<file path="src/rtl/ctrl_pkg.sv">
// Shared encodings for the multicycle RV32I control path: FSM states, ALU
// operation codes, opcodes and datapath mux selects.
package ctrl_pkg;

  typedef enum logic [3:0] {
    S_FETCH, S_DECODE, S_MEMADR, S_MEMREAD, S_MEMWB, S_MEMWRITE, S_EXECR,
    S_EXECI, S_ALUWB, S_BRANCH, S_JAL, S_JALR, S_LUI, S_TRAP
  } state_t;

  localparam logic [3:0] ALU_AND  = 4'b0000;
  localparam logic [3:0] ALU_OR   = 4'b0001;
  localparam logic [3:0] ALU_ADD  = 4'b0010;
  localparam logic [3:0] ALU_SRA  = 4'b0011;
  localparam logic [3:0] ALU_SUB  = 4'b0110;
  localparam logic [3:0] ALU_SLT  = 4'b0111;
  localparam logic [3:0] ALU_SLL  = 4'b1000;
  localparam logic [3:0] ALU_SRL  = 4'b1001;
  localparam logic [3:0] ALU_XOR  = 4'b1010;
  localparam logic [3:0] ALU_SLTU = 4'b1111;

  localparam logic [6:0] OP_LOAD   = 7'b0000011;
  localparam logic [6:0] OP_STORE  = 7'b0100011;
  localparam logic [6:0] OP_R      = 7'b0110011;
  localparam logic [6:0] OP_I      = 7'b0010011;
  localparam logic [6:0] OP_BRANCH = 7'b1100011;
  localparam logic [6:0] OP_JAL    = 7'b1101111;
  localparam logic [6:0] OP_JALR   = 7'b1100111;
  localparam logic [6:0] OP_LUI    = 7'b0110111;
  localparam logic [6:0] OP_AUIPC  = 7'b0010111;

  localparam logic [2:0] IMM_I = 3'b000;
  localparam logic [2:0] IMM_S = 3'b001;
  localparam logic [2:0] IMM_B = 3'b010;
  localparam logic [2:0] IMM_U = 3'b011;
  localparam logic [2:0] IMM_J = 3'b100;

  localparam logic [1:0] SRCA_PC    = 2'b00;
  localparam logic [1:0] SRCA_OLDPC = 2'b01;
  localparam logic [1:0] SRCA_RS1   = 2'b10;
  localparam logic [1:0] SRCA_ZERO  = 2'b11;

  localparam logic [1:0] SRCB_RS2  = 2'b00;
  localparam logic [1:0] SRCB_IMM  = 2'b01;
  localparam logic [1:0] SRCB_FOUR = 2'b10;

  localparam logic [1:0] RES_ALUOUT = 2'b00;
  localparam logic [1:0] RES_RDATA  = 2'b01;
  localparam logic [1:0] RES_ALU    = 2'b10;

  localparam logic [1:0] ALUOP_ADD    = 2'b00;
  localparam logic [1:0] ALUOP_BRANCH = 2'b01;
  localparam logic [1:0] ALUOP_FUNCT  = 2'b10;

endpackage

</file>
<file path="src/rtl/alu_decoder.sv">
// Combinational ALU decoder: maps alu_op plus funct fields to the 4-bit ALU
// code, and flags the reserved branch funct3 encodings (01x).
module alu_decoder
  import ctrl_pkg::*;
(
  input  logic [1:0] alu_op,
  input  logic [2:0] funct3,
  input  logic       funct7b5,
  input  logic       op5,
  output logic [3:0] alu_control,
  output logic       branch_illegal
);

  always_comb begin
    alu_control    = ALU_ADD;
    branch_illegal = 1'b0;
    case (alu_op)
      ALUOP_BRANCH: begin
        case (funct3[2:1])
          2'b00:   alu_control = ALU_SUB;
          2'b10:   alu_control = ALU_SLT;
          2'b11:   alu_control = ALU_SLTU;
          default: begin
            alu_control    = ALU_SUB;
            branch_illegal = 1'b1;
          end
        endcase
      end
      ALUOP_FUNCT: begin
        // op5 separates R-type from OP-IMM, so addi never becomes SUB
        case (funct3)
          3'b000:  alu_control = (op5 && funct7b5) ? ALU_SUB : ALU_ADD;
          3'b001:  alu_control = ALU_SLL;
          3'b010:  alu_control = ALU_SLT;
          3'b011:  alu_control = ALU_SLTU;
          3'b100:  alu_control = ALU_XOR;
          3'b101:  alu_control = funct7b5 ? ALU_SRA : ALU_SRL;
          3'b110:  alu_control = ALU_OR;
          default: alu_control = ALU_AND;
        endcase
      end
      default: alu_control = ALU_ADD;
    endcase
  end

endmodule

</file>
<file path="src/rtl/multicycle_control.sv">
// Main control FSM of the multicycle RV32I core. Optional performance
// counters (cycle_count, instret_count) are built when CTRL_PERF_EN is defined.
module multicycle_control
  import ctrl_pkg::*;
#(
  parameter int unsigned MEM_HANDSHAKE = 1
) (
  input  logic        clk,
  input  logic        reset,
  input  logic [6:0]  op,
  input  logic [2:0]  funct3,
  input  logic        funct7b5,
  input  logic        zero,
  input  logic        mem_ready,
  output logic        pc_write,
  output logic        adr_src,
  output logic        mem_write,
  output logic        ir_write,
  output logic        reg_write,
  output logic [1:0]  result_src,
  output logic [1:0]  alu_src_a,
  output logic [1:0]  alu_src_b,
  output logic [2:0]  imm_src,
  output logic [3:0]  alu_control,
  output logic        illegal
`ifdef CTRL_PERF_EN
  ,
  output logic [31:0] cycle_count,
  output logic [31:0] instret_count
`endif
);

  state_t     state_q, state_d;
  logic       illegal_q, illegal_d;
  logic       rdy;
  logic [1:0] alu_op;
  logic       branch_illegal;
  logic       pc_write_c, mem_write_c, ir_write_c, reg_write_c;

  assign rdy = (MEM_HANDSHAKE != 0) ? mem_ready : 1'b1;

  alu_decoder u_alu_decoder (
    .alu_op        (alu_op),
    .funct3        (funct3),
    .funct7b5      (funct7b5),
    .op5           (op[5]),
    .alu_control   (alu_control),
    .branch_illegal(branch_illegal)
  );

  always_comb begin
    case (op)
      OP_STORE:          imm_src = IMM_S;
      OP_BRANCH:         imm_src = IMM_B;
      OP_LUI, OP_AUIPC:  imm_src = IMM_U;
      OP_JAL:            imm_src = IMM_J;
      default:           imm_src = IMM_I;
    endcase
  end

  always_comb begin
    state_d     = state_q;
    pc_write_c  = 1'b0;
    adr_src     = 1'b0;
    mem_write_c = 1'b0;
    ir_write_c  = 1'b0;
    reg_write_c = 1'b0;
    result_src  = RES_ALUOUT;
    alu_src_a   = SRCA_PC;
    alu_src_b   = SRCB_RS2;
    alu_op      = ALUOP_ADD;
    case (state_q)
      S_FETCH: begin
        alu_src_b  = SRCB_FOUR;
        result_src = RES_ALU;
        if (rdy) begin
          ir_write_c = 1'b1;
          pc_write_c = 1'b1;
          state_d    = S_DECODE;
        end
      end
      S_DECODE: begin
        alu_src_a = SRCA_OLDPC;
        alu_src_b = SRCB_IMM;
        case (op)
          OP_LOAD, OP_STORE: state_d = S_MEMADR;
          OP_R:              state_d = S_EXECR;
          OP_I:              state_d = S_EXECI;
          OP_BRANCH:         state_d = S_BRANCH;
          OP_JAL:            state_d = S_JAL;
          OP_JALR:           state_d = S_JALR;
          OP_LUI:            state_d = S_LUI;
          OP_AUIPC:          state_d = S_ALUWB;
          default:           state_d = S_TRAP;
        endcase
      end
      S_MEMADR: begin
        alu_src_a = SRCA_RS1;
        alu_src_b = SRCB_IMM;
        state_d   = op[5] ? S_MEMWRITE : S_MEMREAD;
      end
      S_MEMREAD: begin
        adr_src = 1'b1;
        if (rdy) state_d = S_MEMWB;
      end
      S_MEMWB: begin
        result_src  = RES_RDATA;
        reg_write_c = 1'b1;
        state_d     = S_FETCH;
      end
      S_MEMWRITE: begin
        adr_src     = 1'b1;
        mem_write_c = 1'b1;
        if (rdy) state_d = S_FETCH;
      end
      S_EXECR: begin
        alu_src_a = SRCA_RS1;
        alu_op    = ALUOP_FUNCT;
        state_d   = S_ALUWB;
      end
      S_EXECI: begin
        alu_src_a = SRCA_RS1;
        alu_src_b = SRCB_IMM;
        alu_op    = ALUOP_FUNCT;
        state_d   = S_ALUWB;
      end
      S_ALUWB: begin
        reg_write_c = 1'b1;
        state_d     = S_FETCH;
      end
      S_BRANCH: begin
        alu_src_a  = SRCA_RS1;
        alu_op     = ALUOP_BRANCH;
        pc_write_c = ~branch_illegal & (zero ^ funct3[0] ^ funct3[2]);
        state_d    = branch_illegal ? S_TRAP : S_FETCH;
      end
      S_JALR: begin
        alu_src_a = SRCA_RS1;
        alu_src_b = SRCB_IMM;
        state_d   = S_JAL;
      end
      S_JAL: begin
        alu_src_a  = SRCA_OLDPC;
        alu_src_b  = SRCB_FOUR;
        pc_write_c = 1'b1;
        state_d    = S_ALUWB;
      end
      S_LUI: begin
        alu_src_a = SRCA_ZERO;
        alu_src_b = SRCB_IMM;
        state_d   = S_ALUWB;
      end
      S_TRAP:  state_d = S_TRAP;
      default: state_d = S_FETCH;
    endcase
  end

  // Enables are masked during reset so nothing commits while it is asserted
  assign pc_write  = pc_write_c  & ~reset;
  assign mem_write = mem_write_c & ~reset;
  assign ir_write  = ir_write_c  & ~reset;
  assign reg_write = reg_write_c & ~reset;

  assign illegal_d = illegal_q | (state_d == S_TRAP);
  assign illegal   = illegal_q;

  always_ff @(posedge clk or posedge reset) begin
    if (reset) begin
      state_q   <= S_FETCH;
      illegal_q <= 1'b0;
    end else begin
      state_q   <= state_d;
      illegal_q <= illegal_d;
    end
  end

`ifdef CTRL_PERF_EN
  logic [31:0] cycle_q, cycle_d, instret_q, instret_d;

  always_comb begin
    cycle_d   = (state_q != S_TRAP) ? cycle_q + 32'd1 : cycle_q;
    instret_d = ((state_d == S_FETCH) && (state_q != S_FETCH)) ? instret_q + 32'd1 : instret_q;
  end

  always_ff @(posedge clk or posedge reset) begin
    if (reset) begin
      cycle_q   <= '0;
      instret_q <= '0;
    end else begin
      cycle_q   <= cycle_d;
      instret_q <= instret_d;
    end
  end

  assign cycle_count   = cycle_q;
  assign instret_count = instret_q;
`endif

endmodule

</file>
<file path="config.mk">
export PLATFORM = sky130hd
export DESIGN_NAME = multicycle_control
export DESIGN_NICKNAME = d
export VERILOG_FILES = /design/src/rtl/ctrl_pkg.sv /design/src/rtl/alu_decoder.sv /design/src/rtl/multicycle_control.sv
export SDC_FILE = /design/constraint.sdc
export NUM_CORES = 1
export LEC_CHECK = 0
export ABC_AREA = 1
export CORE_MARGIN = 5
export CORE_UTILIZATION = 38
export CTS_BUF_LIST = sky130_fd_sc_hd__clkbuf_16
export CTS_CLUSTER_DIAMETER = 200
export CTS_CLUSTER_SIZE = 24
export DETAILED_ROUTE_END_ITERATION = 7
export MAX_ROUTING_LAYER = met4
export PLACE_DENSITY = 0.76
export SYNTH_ARGS = -nofsm -noshare
export SYNTH_HDL_FRONTEND = slang
export SYNTH_SLANG_ARGS = --single-unit
</file>
<file path="constraint.sdc">
create_clock -name clk -period 1.6 [get_ports clk]
set_input_delay 0.24 -clock clk [delete_from_list [all_inputs] [get_ports clk]]
set_output_delay 0.24 -clock clk [all_outputs]
set_load 0.02 [all_outputs]
</file>
==> results of run 1 <==
## cell families after synthesis
logic type / Yosys count / synth area share
simple gates: 83 / 0.458
buf+inv: 34 / 0.162
compound gates: 23 / 0.180
flops: 5 / 0.157
fa+ha+maj: 2 / 0.0315
xor+xnor: 1 / 0.0110
## stage by stage
step / setup WS, ns / std cells
after CTS: -0.383 / 262
after detailed placement: -0.634 / 252
after global placement: -0.612 / 252
after floorplan: -0.0484 / 148
## synthesized netlist by cell type (5+ instances only)
library cell and instances:
inv_1 31, a21oi_1 6, nand3_1 10, nand2_1 38, o21ai_0 5, dfrtp_1 5
nor2_1 25
## repair_timing
action / in CTS
hold endpoints to repair: 0
buffers inserted: 6
endpoints found under the setup margin: 22
pin swaps: 18
hold buffers: 0
gates resized for setup: 145
==> impl_metrics.csv, run 1 <==
group,metric,value,unit
timing,grt-worst-endpoint,"alu_control[1]",
placed_design,dp_hpwl,2.59,mm
logic_synthesis,synth_edf_count,0,
clocking,numCtsBuffers,3,
placed_design,portBuffers,33,
logic_synthesis,syn-cell-area,795,um2
logic_synthesis,ys_seq_area_frac,0.157,
logic_synthesis,syn_area_per_cell,5.37,um2
logic_synthesis,syn-instance-count,148,
global_routing,grt_max_degree,8,
outcome,error,"[ERROR DPL-0038] Utilization greater than 100%, impossible to legalize",
timing,endpoint_type,"output port",
logic_synthesis,async_reset_ff_frac,1.00,
floorplanning,fp.dieH,55.7,um
floorplanning,rows,16,
logic_synthesis,syn-num-nets,165,
floorplanning,die_x,55.7,um
clocking,cts_root_buf,"clkbuf_16",
placed_design,place_congestion,0.874,
logic_synthesis,synth-warning-count,0,
outcome,outcome,"stopped before the end",
logic_synthesis,yosysTopAreaCell,"nand2_1",
floorplanning,start_util,0.401,
logic_synthesis,synth_area_leaders,"nand2_1 18%, dfrtp_1 16%, inv_1 15%, nor2_1 12%, nand3_1 6.3%",
logic_synthesis,ys_ff_latch,5,
logic_synthesis,yosysUniqueCellTypes,27,
clocking,clockBufferDepth,2,
floorplanning,io_pins,34,
clocking,cts_sinks,5,
logic_synthesis,synth_flop_cell,"dfrtp_1",
clocking,h-tree-depth,1,
placed_design,placed_area,0.00153,mm2
logic_synthesis,synth_top_cell_area_share,0.180,
outcome,stop_stage,"5_1_grt",
==> inputs of run 2 (changes only) <==
CORE_AREA = 5 5 66 68   (was default)
CORE_MARGIN = default   (was 5)
CORE_UTILIZATION = default   (was 38)
CTS_BUF_LIST = default   (was sky130_fd_sc_hd__clkbuf_16)
CTS_CLUSTER_DIAMETER = default   (was 200)
CTS_CLUSTER_SIZE = default   (was 24)
DIE_AREA = 0 0 71 73   (was default)
MAX_ROUTING_LAYER = default   (was met4)
PLACE_DENSITY = default   (was 0.76)
PLACE_DENSITY_LB_ADDON = 0.15   (was default)
clock period = 2.1 ns   (was 1.6 ns; I/O delays follow)
==> impl_metrics.csv, run 2 <==
group,metric,value,unit
logic_synthesis,synth-warning-count,0,
worst_hold_path,hp-start,"illegal",
worst_setup_path,r2r_setup_slack,0.22,ns
clocking,cts_sinks,5,
layout,finalInstanceArea,0.00153,mm2
logic_synthesis,syn-num-nets,165,
worst_setup_path,cp.required,1.78,ns
logic_synthesis,synth_common_cells,"38 x nand2_1, 31 x inv_1, 25 x nor2_1",
power,power.total,1.25,mW
logic_synthesis,synth_area_leaders,"nand2_1 18%, dfrtp_1 16%, inv_1 15%, nor2_1 12%, nand3_1 6.3%",
timing,worst_slew_pin_slew,0.257,ns
floorplanning,start_util,0.209,
clocking,h-tree-depth,1,
logic_synthesis,ys_seq_area_frac,0.157,
timing,grt_setup_unrepaired,"true",
worst_setup_path,path_class,"reg2out",
route,routedWlPerCell,10.3,um
placed_design,dp_hpwl,2.42,mm
layout,area_growth,92.0,%
floorplanning,die_x,71,um
route,viasPerCell,4.13,
outcome,outcome,"complete, no violations",
power,power_density,818,mW/mm2
worst_setup_path,end_kind,"output port",
timing,setup_viol,0,
placed_design,placed_area,0.00146,mm2
layout,utilization,0.402,
power,vdd_drop_max,373,uV
layout,largest_register_ffs,4,
logic_synthesis,yosysTopAreaCell,"nand2_1",
route,drt_iter0_markers,35,
timing,fin_crit_sh,0.971,
layout,drive_gt1_frac,0.324,
route,ant_nets,0,
clocking,clockBufferDepth,2,
timing,clock_skew,0.00115,ns
logic_synthesis,synth_edf_count,0,
route,routed_wirelength,2.80,mm
clocking,numCtsBuffers,3,
power,p_leak,0.872,nW
timing,hold_viol,0,
logic_synthesis,async_reset_ff_frac,1.00,
timing,setup-tns-final,0,ns
placed_design,dpl_worst_slack,-0.318,ns
route,firstDrtPassIters,4,
global_routing,gr-usage-all-layers,0.111,
logic_synthesis,synth_flop_cell,"dfrtp_1",
worst_hold_path,whs_endpoint,"illegal",
placed_design,place_congestion,0.790,
run,drv_cap,0,
global_routing,antenna_found_initial,0,
logic_synthesis,ys_ff_latch,5,
clocking,ctsHoldBuffers,0,
layout,layout_common_cells,"41 x buf_4, 36 x nand2_1, 27 x inv_1",
floorplanning,die_area,0.00518,mm2
timing,setup_slack,0.0601,ns
global_routing,overflow,0,
timing,timing.slew.headroom,0.826,
worst_setup_path,cp.arrival,1.72,ns
timing,finalCriticalPeriod,2.04,ns
route,drc,0,
worst_setup_path,r2r_start,"state_q[2]",
logic_synthesis,syn_area_per_cell,5.37,um2
worst_setup_path,regToRegEndpoint,"illegal",
logic_synthesis,synth.most_common_cell,"nand2_1",
placed_design,portBuffers,33,
worst_setup_path,worstPathMaxFanout,3,
floorplanning,fp.dieH,73,um
logic_synthesis,synth_top_cell_area_share,0.180,
layout,layout_commonest_cell,"buf_4",
clocking,tritoncts,"done",
clocking,clk_latency,0.22,ns
global_routing,grt_max_degree,8,
floorplanning,io_pins,34,
layout,antenna_cells,0,
clocking,cts_root_buf,"clkbuf_8",
worst_hold_path,worstHoldPathType,"reg2reg",
worst_hold_path,worstHoldPathCells,2,
global_routing,grt_pass1_vias,1199,
layout,final_nets,240,
logic_synthesis,syn-instance-count,148,
floorplanning,rows,23,
clocking,clkTransAtPathRegs,0.03,ns
logic_synthesis,yosysUniqueCellTypes,27,
worst_setup_path,worstSetupStartpointType,"flop",
timing,max_freq,490,MHz
route,via_count,1123,
timing,slew_violations,0,
worst_setup_path,r2r_cells,14,
layout,top_register,"state_q",
logic_synthesis,syn-cell-area,795,um2
global_routing,grt_pass1_wl,4.82,mm
floorplanning,core_area,0.00380,mm2
-- run 2: layout make-up --
class / instances / area (um2)
repair buffers: 71 / 582
fillers: 438 / 2270
clock buffers: 4 / 45.0
flip-flops and latches: 5 / 125
well taps: 50 / 62.6
multi-input cells: 109 / 587
inverters: 33 / 124
-- run 2: how the worst max path moves through the flow --
stage	startpoint	endpoint	slack (ns)
global route	state_q[0]	alu_control[3]	-0.08
detailed placement	funct3[2]	alu_control[2]	-0.32
finish	state_q[0]	alu_control[1]	0.06
global placement	funct3[2]	alu_control[2]	-0.28
floorplan	state_q[1]	alu_control[1]	0.22
CTS	state_q[2]	alu_control[1]	0.002
-- run 2: per-layer routing --
metal | share of wire | vias up | GRT usage
li1 | - | 609 | -
met1 | 0.44 | 495 | 0.125
met2 | 0.51 | 17 | 0.205
met3 | 0.046 | 2 | 0.0234
met4 | 0.0043 | 0 | 0.0376
met5 | 0 | - | 0
-- run 2: logic make-up (layout without fill, tap and decap cells) --
group / Yosys count / count (layout) / share of synthesized area
compound gates: 23 / 23 / 0.180
xor+xnor: 1 / 1 / 0.0110
fa+ha+maj: 2 / 2 / 0.0315
buf+inv: 34 / 108 / 0.162
flops: 5 / 5 / 0.157
simple gates: 83 / 83 / 0.458
-- run 2: power by group --
| group | switching [mW] | internal, mW | total (mW) |
|---|---|---|---|
| Sequential | 0.0280 | 0.124 | 0.152 |
| Combinational | 0.490 | 0.433 | 0.923 |
| Clock | 0.0432 | 0.130 | 0.173 |
| Total | 0.561 | 0.687 | 1.25 |
-- run 2: timing repair --
action	CTS	global route
pin swaps	0	4
setup buffers	1	0
resized for setup	39	25
endpoints found under the setup margin	17	11
-- run 2: worst max-delay path: stages, from the launching register on --
cell	delay, ns
dfrtp_1	0.36
inv_2	0.04
or2_4	0.24
nor2_4	0.11
inv_1	0.06
ha_2	0.18
inv_2	0.08
a21oi_4	0.04
a211o_1	0.27
buf_6	0.14
-- run 2: through the flow --
stage                     hold slack [ns]  cells
after floorplan                    0.0935    148
after global placement              0.450    267
after detailed placement            0.455    267
after CTS                           0.462    272
after global routing                0.488    272
final                               0.458    272
Power figures use the tool's default switching activity.
